[config.mk]
export PLATFORM = sky130hd
export DESIGN_NAME = uart_rx_oversample
export DESIGN_NICKNAME = d
export VERILOG_FILES = /design/src/rtl/uart_rx_oversample.sv
export SDC_FILE = /design/constraint.sdc
export NUM_CORES = 1
export LEC_CHECK = 0
export BUFFER_PORTS_ARGS = -buffer_cell sky130_fd_sc_hd__buf_2
export CAP_MARGIN = 25
export CORE_ASPECT_RATIO = 0.75
export CORE_UTILIZATION = 30
export CTS_CLUSTER_SIZE = 10
export DETAILED_ROUTE_END_ITERATION = 16
export SLEW_MARGIN = 10
export SYNTH_ARGS = -nofsm -noshare
export SYNTH_HDL_FRONTEND = slang
export SYNTH_SLANG_ARGS = --single-unit
export TNS_END_PERCENT = 5
[constraint.sdc]
create_clock -name clk -period 3 [get_ports clk]
set_input_delay 0.9 -clock clk [delete_from_list [all_inputs] [get_ports clk]]
set_output_delay 0.9 -clock clk [all_outputs]
set_load 0.005 [all_outputs]
[src/rtl/uart_rx_oversample.sv]
// Oversampling 8N1 UART receiver: two-flop pin synchroniser, glitch-rejecting start
// detection, mid-bit sampling, holding register with valid/ready, framing/overrun pulses.
module uart_rx_oversample #(
  parameter int OVERSAMPLE = 16,
  parameter int DIV_W      = 16
) (
  input  logic             clk,
  input  logic             reset,
  input  logic [DIV_W-1:0] clk_div,
  input  logic             rx,
  output logic [7:0]       rx_data,
  output logic             rx_valid,
  input  logic             rx_ready,
  output logic             frame_err,
  output logic             overrun,
  output logic             busy
);

  localparam int SCNT_W = $clog2(OVERSAMPLE * 10 + 1);
  localparam int HALF   = OVERSAMPLE / 2;
  localparam logic [SCNT_W-1:0] START_TICK = SCNT_W'(HALF);
  localparam logic [SCNT_W-1:0] STOP_TICK  = SCNT_W'(HALF + 9 * OVERSAMPLE);

  typedef enum logic [2:0] {
    S_IDLE,
    S_START,
    S_DATA,
    S_STOP,
    S_BREAK
  } state_t;

  state_t             state_q;
  logic               sync_q, rxs_q, rxs_prev_q;
  logic [DIV_W-1:0]   tcnt_q;
  logic [SCNT_W-1:0]  scnt_q;
  logic [2:0]         bit_q;
  logic [7:0]         shift_q;
  logic [7:0]         rx_data_q;
  logic               rx_valid_q, frame_err_q, overrun_q, busy_q;
  logic               deliver_q, ferr_pend_q;

  logic               fall;
  logic               tick;
  logic [SCNT_W-1:0]  tick_num;
  logic [SCNT_W-1:0]  data_tick;

  assign fall      = !rxs_q && rxs_prev_q;
  assign tick      = (tcnt_q == '0);
  assign tick_num  = scnt_q + 1'b1;
  assign data_tick = SCNT_W'(HALF + OVERSAMPLE * (int'(bit_q) + 1));

  assign rx_data   = rx_data_q;
  assign rx_valid  = rx_valid_q;
  assign frame_err = frame_err_q;
  assign overrun   = overrun_q;
  assign busy      = busy_q;

  always_ff @(posedge clk or posedge reset) begin
    if (reset) begin
      state_q     <= S_IDLE;
      sync_q      <= 1'b1;
      rxs_q       <= 1'b1;
      rxs_prev_q  <= 1'b1;
      tcnt_q      <= '0;
      scnt_q      <= '0;
      bit_q       <= '0;
      shift_q     <= '0;
      rx_data_q   <= '0;
      rx_valid_q  <= 1'b0;
      frame_err_q <= 1'b0;
      overrun_q   <= 1'b0;
      busy_q      <= 1'b0;
      deliver_q   <= 1'b0;
      ferr_pend_q <= 1'b0;
    end else begin
      sync_q      <= rx;
      rxs_q       <= sync_q;
      rxs_prev_q  <= rxs_q;
      deliver_q   <= 1'b0;
      ferr_pend_q <= 1'b0;
      frame_err_q <= ferr_pend_q;
      overrun_q   <= 1'b0;

      // Stop-bit decisions are staged one clk so the outputs land a cycle after the stop tick.
      if (deliver_q) begin
        if (!rx_valid_q || rx_ready) begin
          rx_data_q  <= shift_q;
          rx_valid_q <= 1'b1;
        end else begin
          overrun_q  <= 1'b1;
        end
      end else if (rx_valid_q && rx_ready) begin
        rx_valid_q <= 1'b0;
      end

      if (state_q == S_IDLE) begin
        tcnt_q <= clk_div;
        if (fall) begin
          state_q <= S_START;
          scnt_q  <= '0;
          bit_q   <= '0;
          busy_q  <= 1'b1;
        end
      end else begin
        if (tick) begin
          tcnt_q <= clk_div;
          scnt_q <= tick_num;
        end else begin
          tcnt_q <= tcnt_q - 1'b1;
        end

        case (state_q)
          S_START: begin
            if (tick && tick_num == START_TICK) begin
              if (rxs_q) begin
                state_q <= S_IDLE;
                busy_q  <= 1'b0;
              end else begin
                state_q <= S_DATA;
              end
            end
          end
          S_DATA: begin
            if (tick && tick_num == data_tick) begin
              shift_q <= {rxs_q, shift_q[7:1]};
              bit_q   <= bit_q + 1'b1;
              if (bit_q == 3'd7) state_q <= S_STOP;
            end
          end
          S_STOP: begin
            if (tick && tick_num == STOP_TICK) begin
              if (rxs_q) begin
                deliver_q <= 1'b1;
                state_q   <= S_IDLE;
                busy_q    <= 1'b0;
              end else begin
                ferr_pend_q <= 1'b1;
                state_q     <= S_BREAK;
              end
            end
          end
          S_BREAK: begin
            // Wait for the line to recover so a held-low break cannot retrigger a frame.
            if (rxs_q) begin
              state_q <= S_IDLE;
              busy_q  <= 1'b0;
            end
          end
          default: begin
            state_q <= S_IDLE;
            busy_q  <= 1'b0;
          end
        endcase
      end
    end
  end

endmodule
Yosys cells after proc, flatten, opt, wreduce, memory -nomap -nowiden
Cells that the tools add are included.
{"block": "totals", "register_bits": 55, "latchBits": 0, "ram_bits": 0, "romBits": 0, "out_inout_bits": 12, "elab_cells": 96, "memories": 0}
{"block": "classes", "addsub": 5, "mul": 0, "div": 0, "n_lt_le_gt_ge": 0, "n_eq_ne": 16, "shift": 0, "mux": 38, "n_bitwise": 1, "reduce_logical": 21}
{"operator": "3-bit two-way mux", "count": 12}
{"operator": "16-bit two-way mux", "count": 2}
{"operator": "8-bit two-way mux", "count": 3}
{"operator": "1-bit two-way mux", "count": 18}
{"operator": "16-bit zero test", "count": 1}
{"operator": "16-bit by 1-bit subtractor with 16-bit output (second input constant)", "count": 1}
{"operator": "3-bit != test (second input constant)", "count": 5}
{"operator": "3-bit case mux with 4 select lines", "count": 1}
{"operator": "4-bit by 8-bit adder with 8-bit output (first input constant)", "count": 1}
{"operator": "8-bit by 1-bit adder with 8-bit output (second input constant)", "count": 1}
{"operator": "8-bit by 4-bit == test with 1-bit output (second input constant)", "count": 1}
{"operator": "8-bit == test", "count": 1}
{"operator": "8-bit == test (second input constant)", "count": 1}
{"operator": "2-bit nonzero test", "count": 4}
{"operator": "3-bit by 2-bit == test with 1-bit output (second input constant)", "count": 2}
{"operator": "3-bit == test (second input constant)", "count": 2}
{"operator": "2-bit AND reduction", "count": 3}
{"operator": "3-bit AND reduction", "count": 2}
{"operator": "6-bit AND reduction", "count": 1}
{"operator": "1-bit logical AND", "count": 5}
{"operator": "3-bit by 1-bit adder with 4-bit output (second input constant)", "count": 1}
{"operator": "2-bit != test (second input constant)", "count": 2}
{"operator": "1-bit case mux with 4 select lines", "count": 1}
{"operator": "4-bit AND reduction", "count": 1}
{"operator": "other kinds (8)", "count": 9}

Depth between registers and ports, before layout
Gate-level depths: netlist of the first run.
{"block": "logic_depth", "ltp_word": 7, "mapped_depth": 9, "depth_no_buf": 8}

Worst setup path before layout of the first run
OpenSTA, ideal clock, no wires.
{"block": "synth_path", "path_type": "reg-to-reg", "start": "register tcnt_q[0]", "end": "register shift_q[1]", "setup_ps": 128, "arrival_ps": 2048, "slack_ps": 825, "path_stages_with_launch": 9, "path_buffers": 0, "cell_sequence": "dfrtp_1 > inv_1 > ha_1 > nor4b_1 > and3_1 > and4bb_2 > and2_1 > nand4_4 > mux2_1"}
{"block": "synth_via", "elab_chain_len": 3}
{"element": "from (decl)", "line": "34", "source": "logic [DIV_W-1:0] tcnt_q;"}
{"element": "from (signal assigned)", "line": "97", "source": "tcnt_q <= clk_div;"}
{"element": "from (signal assigned)", "line": "106", "source": "tcnt_q <= clk_div;"}
{"element": "from (signal assigned)", "line": "109", "source": "tcnt_q <= tcnt_q - 1'b1;"}
{"element": "16-bit zero test", "line": "48", "source": "assign tick = (tcnt_q == '0);"}
{"element": "1-bit logical AND", "line": "124", "source": "if (tick && tick_num == data_tick) begin"}
{"element": "3-bit AND reduction (no source line)"}
{"element": "to (signal assigned)", "line": "125", "source": "shift_q <= {rxs_q, shift_q[7:1]};"}
{"element": "to (decl)", "line": "37", "source": "logic [7:0] shift_q;"}
Every way passes these cells.
A chain may end at the register's enable or synchronous reset.

Worst setup path after layout of the first run
Ends and elaborated chain as after synthesis.

==> results.sh, run 1 <==
export IMPL_final_max_slew_viol_count=0
export IMPL_rsz0062_at_grt="no"
export IMPL_ys_flop_type="dfrtp_1"
export IMPL_synth_top_cell_by_area="dfrtp_1"
export IMPL_yosys_area_top_type_share=0.464
export IMPL_syn_nets=302
export IMPL_post_cts_buffers=0
export IMPL_grt_max_degree=33
export IMPL_drt_iter0_drc=113
export IMPL_synthArstFlopShare=1.00
export IMPL_wire_per_inst_um=12.9
export IMPL_clock_skew_ns=0.00977
export IMPL_fmax_mhz=405
export IMPL_core_um2=9050
export IMPL_finalWirelength_mm=5.64
export IMPL_numPortBuffers=31
export IMPL_drive_gt1_frac=0.219
export IMPL_worst_pin_slew_ns=0.634
export IMPL_ant_nets=0
export IMPL_ctsResizeCount=0
export IMPL_start_util=0.310
export IMPL_synth_edf_count=0
export IMPL_num_vias=2098
export IMPL_required_ns=3.19
export IMPL_mostFrequentLayoutCells="dfrtp_1, nand2_1, buf_2"
export IMPL_viasPerCell=4.78
export IMPL_synth_area_um2=2810
export IMPL_finalHoldViolCount=0
export IMPL_numCtsBuffers=5
export IMPL_cts_root_buffer="clkbuf_16"
export IMPL_dpl_hpwl_mm=4.06
export IMPL_end_kind="flip-flop"
export IMPL_cts_sinks=55
export IMPL_nets=335
export IMPL_cts_hold_buf=0
export IMPL_worstHoldPathType="reg2reg"
export IMPL_first_pass_iters=4
export IMPL_htreeDepth=2
export IMPL_grt_pass1_vias=1931
export IMPL_maxSlewHeadroom=0.577
export IMPL_p_per_area_nw_per_um2=648
export IMPL_yosysSeqAreaShare=0.492
export IMPL_synth_seq_cells=55
export IMPL_die_y_um=85.7
export IMPL_drc=0
export IMPL_status="complete, no violations"
export IMPL_final_core_util=0.361
export IMPL_vdd_ir_drop_max_mv=0.371
export IMPL_syn_inst=277
export IMPL_antenna_cells=0
export IMPL_crit_arrival_ns=2.66
export IMPL_die_w_um=114
export IMPL_crit_path_max_fanout=10
export IMPL_cp_start_kind="flip-flop"
export IMPL_syn2layout_area_growth_pct=16.5
export IMPL_leakagePower_nw=1.49
export IMPL_gp_congestion=0.842
export IMPL_grt_total_usage=0.125
export IMPL_setup_tns_ns=0
export IMPL_antenna_found_initial=0
export IMPL_row_count=30
export IMPL_synth_warnings=0
export IMPL_min_period_over_period=0.823
export IMPL_clk_pin_slew_ns=0.08
export IMPL_postSynthAreaPerCell_um2=10.1
export IMPL_synthTopCellsByArea="dfrtp_1, mux2_2, nand2_1"
export IMPL_path_class="reg2reg"
export IMPL_clk_latency_ns=0.30
export IMPL_cts_buffer_depth=2
export IMPL_grt_remaining_overflow=0
export IMPL_setup_viol=0
export IMPL_cts_tree="done"
export IMPL_ys_types=49
export IMPL_grt_pass1_wl_mm=9.42
export IMPL_layout_commonest_cell="dfrtp_1"
export IMPL_fp_dieArea_um2=9750
export IMPL_io_pins=32
export IMPL_fin_crit_ns=2.47
export IMPL_maxCapViolations=0
==> flip-flops by register name, indices dropped and copies added (netlist names), 3 cells and up <==
name     flops
scnt_q       8
rx_data      8
bit_q        3
shift_q      8
tcnt_q      16
state_q      3
==> kinds of logic (layout without fill, tap and decap cells) <==
| logic type | after synthesis | after routing | share of synthesized area |
|---|---|---|---|
| buf+inv | 17 | 51 | 0.0236 |
| flops | 55 | 55 | 0.492 |
| xor+xnor | 19 | 19 | 0.0593 |
| fa+ha+maj | 5 | 5 | 0.0223 |
| mux | 20 | 20 | 0.0785 |
| simple gates | 113 | 113 | 0.216 |
| compound gates | 48 | 48 | 0.108 |
==> worst paths after layout <==
kind / end / start / slack, ns / cells after the start
min reg2reg: frame_err / ferr_pend_q / 0.35 / 0
min: frame_err / ferr_pend_q / 0.35 / 0
max reg2reg: shift_q[1] / tcnt_q[0] / 0.53 / 8
max: shift_q[1] / tcnt_q[0] / 0.53 / 8
min in group asynchronous: tcnt_q[6] / reset / 0.68 / 2
max in group asynchronous: rxs_q / reset / 1.70 / 3
==> layout make-up <==
cell class                      instances  area [um2]
Fill cell                             910        5780
Clock buffer                            5         125
Sequential cell                        55        1380
Multi-Input combinational cell        205        1360
Inverter                               10        37.5
Timing Repair Buffer                   33         183
Clock inverter                          3        22.5
Tap cell                              128         160
==> critical path: stages (launching register included) <==
cell      delay (ns)
dfrtp_1         0.41
inv_1           0.10
ha_1            0.15
nor4b_1         0.34
and3_1          0.26
and4bb_2        0.29
and2_1          0.21
nand4_4         0.23
mux2_1          0.38
==> metrics by stage <==
step	hold WS [ns]	total power [mW]	setup WS, ns	cell area [um2]	instances
global route	0.357	2.26	0.413	3270	439
detailed placement	0.337	1.53	0.579	3120	431
floorplan	0.331	1.39	0.762	2810	277
CTS	0.354	2.14	0.565	3270	439
finish	0.351	2.12	0.531	3270	439
global placement	0.335	1.52	0.663	3120	431
==> Yosys cell counts, types with 2 or more instances <==
master    number
a21o_1         2
a21oi_1        6
and2_1         3
and3_1         3
and4_1         2
buf_2          2
clkbuf_1       5
dfrtp_1       52
dfstp_2        3
ha_1           5
inv_1         10
mux2_1         2
mux2_2        14
mux2i_1        4
nand2_1       35
nand2b_1       2
nand3_1       15
nand4_1        6
nor2_1        20
nor3_1         6
nor4_1         4
nor4_2         2
nor4b_1        2
o211ai_1       2
o21ai_0       26
or3_1          3
or4_1          2
xnor2_1       11
xor2_1         8
==> power by group <==
group	internal, mW	total [mW]	switching [mW]
clock	0.313	0.593	0.280
combinational	0.213	0.495	0.283
sequential	0.864	1.03	0.163
total	1.39	2.12	0.726
==> per-layer routing <==
layer  GRT usage  wire (um)
met1       0.181       3080
met2       0.170       2150
met3      0.0389        337
met4      0.0502         79
met5           0          0
No activity file was read; power rests on OpenSTA's default activity.
==> inputs of run 2 (changes only) <==
Settings changed: ABC_AREA from default to 1.
Clock period 3 ns to 2.6 ns, I/O delays scaled along.
==> results.sh, run 2 <==
export IMPL_synth_edf_count=0
export IMPL_worstHoldPathType="reg2reg"
export IMPL_synthArstFlopShare=1.00
export IMPL_syn_nets=381
export IMPL_drive_gt1_frac=0.224
export IMPL_setup_tns_ns=0
export IMPL_crit_arrival_ns=2.32
export IMPL_clock_skew_ns=0.00870
export IMPL_synth_common_cells="nand2_1, dfrtp_1, inv_1"
export IMPL_num_vias=2324
export IMPL_largest_register="tcnt_q"
export IMPL_worst_pin_slew_ns=0.438
export IMPL_setup_worst_path_end="shift_q[7]"
export IMPL_fmax_mhz=467
export IMPL_ys_types=33
export IMPL_largest_reg_flops=16
export IMPL_crit_top_cell="nand2_1"
export IMPL_crit_buf_inv=2
export IMPL_ys_flop_type="dfrtp_1"
export IMPL_postSynthAreaPerCell_um2=8.20
export IMPL_cp_start_kind="flip-flop"
export IMPL_ctsResizeCount=0
export IMPL_slowest_delay_ns=0.44
export IMPL_grt_max_degree=26
export IMPL_maxSlewHeadroom=0.708
export IMPL_synth_top_cell_by_area="dfrtp_1"
export IMPL_crit_cells=13
export IMPL_gp_congestion=0.876
export IMPL_antenna_cells=0
export IMPL_io_pins=32
export IMPL_dp_cells=513
export IMPL_core_um2=9230
export IMPL_pre_cts_slack_ns=0.493
export IMPL_synth_most_common_cell="nand2_1"
export IMPL_crit_path_max_fanout=16
export IMPL_mostFrequentLayoutCells="nand2_1, dfrtp_1, inv_1"
export IMPL_synthTopCellsByArea="dfrtp_1, nand2_1, inv_1"
export IMPL_drc=0
export IMPL_crit_family="simple AND/OR/NAND/NOR gates"
export IMPL_finalHoldViolCount=0
export IMPL_antenna_found_initial=0
export IMPL_status="complete, no violations"
export IMPL_cts_root_buffer="clkbuf_16"
export IMPL_worst_slack_ns=0.459
export IMPL_cts_sinks=55
export IMPL_rr_worst_depth=13
export IMPL_start_util=0.316
export IMPL_clk_latency_ns=0.30
export IMPL_instances_no_fill=521
export IMPL_setup_viol=0
export IMPL_synth_area_um2=2920
export IMPL_viasPerCell=4.46
export IMPL_row_count=30
export IMPL_yosys_area_top_type_share=0.446
export IMPL_wire_per_inst_um=11.2
export IMPL_drt_iter0_drc=167
export IMPL_slowest_stage="dfrtp_1"
export IMPL_finalWirelength_mm=5.84
export IMPL_leakagePower_nw=1.60
export IMPL_maxCapViolations=0
export IMPL_vdd_ir_drop_max_mv=0.327
export IMPL_first_pass_iters=4
export IMPL_grt_pass1_vias=2224
export IMPL_nets=417
export IMPL_crit_start="scnt_q[0]"
export IMPL_post_cts_buffers=0
export IMPL_grt_remaining_overflow=0
export IMPL_cts_buffer_depth=2
export IMPL_fp_dieArea_um2=10100
export IMPL_syn2layout_area_growth_pct=16.0
export IMPL_grt_pass1_wl_mm=9.92
export IMPL_yosysSeqAreaShare=0.473
export IMPL_ant_nets=0
export IMPL_synth_warnings=0
export IMPL_design_power_total_mw=2.68
export IMPL_cts_hold_buf=0
export IMPL_crit_chain="ha_1 > nand3_2 > nand2_1 > nand2_1 > nand2_1 > nand2_1 > inv_1 > nand3_1 > nor2_2 > nand3_2 > buf_4 > nand2_1 > o21ai_2"
export IMPL_synth_seq_cells=55
export IMPL_final_max_slew_viol_count=0
export IMPL_min_period_over_period=0.824
export IMPL_dpl_hpwl_mm=4.49
export IMPL_end_kind="flip-flop"
export IMPL_path_class="reg2reg"
export IMPL_rsz0062_at_grt="no"
export IMPL_r2r_setup_slack_ns=0.46
export IMPL_layout_commonest_cell="nand2_1"
export IMPL_clk_pin_slew_ns=0.07
export IMPL_numPortBuffers=31
export IMPL_rr_endpoint="shift_q[7]"
export IMPL_required_ns=2.78
export IMPL_grt_total_usage=0.124
export IMPL_fin_crit_ns=2.14
export IMPL_syn_inst=356
export IMPL_die_y_um=87.4
export IMPL_p_per_area_nw_per_um2=792
export IMPL_htreeDepth=2
export IMPL_reg2reg_from="scnt_q[0]"
export IMPL_cts_tree="done"
export IMPL_die_w_um=116
export IMPL_numCtsBuffers=5
[run 2: layout make-up]
class | instances | area, um2
Tap cell | 128 | 160
Fill cell | 975 | 5850
Multi-Input combinational cell | 250 | 1330
Clock buffer | 5 | 125
Sequential cell | 55 | 1380
Clock inverter | 3 | 27.5
Timing Repair Buffer | 35 | 198
Inverter | 45 | 169
[run 2: worst reg2reg max path: stages (launching register included)]
cell,delay (ns)
dfrtp_1,0.44
ha_1,0.29
nand3_2,0.13
nand2_1,0.12
nand2_1,0.10
nand2_1,0.07
nand2_1,0.05
inv_1,0.07
nand3_1,0.08
nor2_2,0.10
nand3_2,0.18
buf_4,0.27
nand2_1,0.09
o21ai_2,0.05
[run 2: worst min-delay path by stage]
stage | startpoint | endpoint | slack [ns] | cells past startpoint
after floorplan | ferr_pend_q | frame_err | 0.33 | 0
after global placement | sync_q | rxs_q | 0.35 | 0
after detailed placement | sync_q | rxs_q | 0.35 | 0
after CTS | sync_q | rxs_q | 0.36 | 0
after global routing | sync_q | rxs_q | 0.37 | 0
final | sync_q | rxs_q | 0.36 | 0
[run 2: kinds of logic after synthesis]
group / synth area share
flops: 0.473
fa+ha+maj: 0.0214
simple gates: 0.289
xor+xnor: 0.0330
mux: 0.0116
buf+inv: 0.0729
compound gates: 0.0986
[run 2: where the power goes]
part | total [mW] | switching, mW | internal [mW]
Sequential | 1.16 | 0.143 | 1.01
Combinational | 0.830 | 0.523 | 0.307
Clock | 0.695 | 0.327 | 0.368
Total | 2.68 | 0.993 | 1.69
[run 2: through the flow]
stage | hold WS, ns | utilization | area [um2]
global placement | 0.346 | 0.350 | 3230
CTS | 0.358 | 0.367 | 3380
finish | 0.357 | 0.367 | 3380
detailed placement | 0.347 | 0.350 | 3230
global route | 0.365 | 0.367 | 3380
floorplan | 0.331 | - | 2920
[run 2: routing by layer]
layer	part of all wire	track usage	vias to the layer above
li1	-	-	1209
met1	0.54	0.178	1062
met2	0.40	0.185	49
met3	0.050	0.0334	4
met4	0.0065	0.0280	0
met5	0	0	-
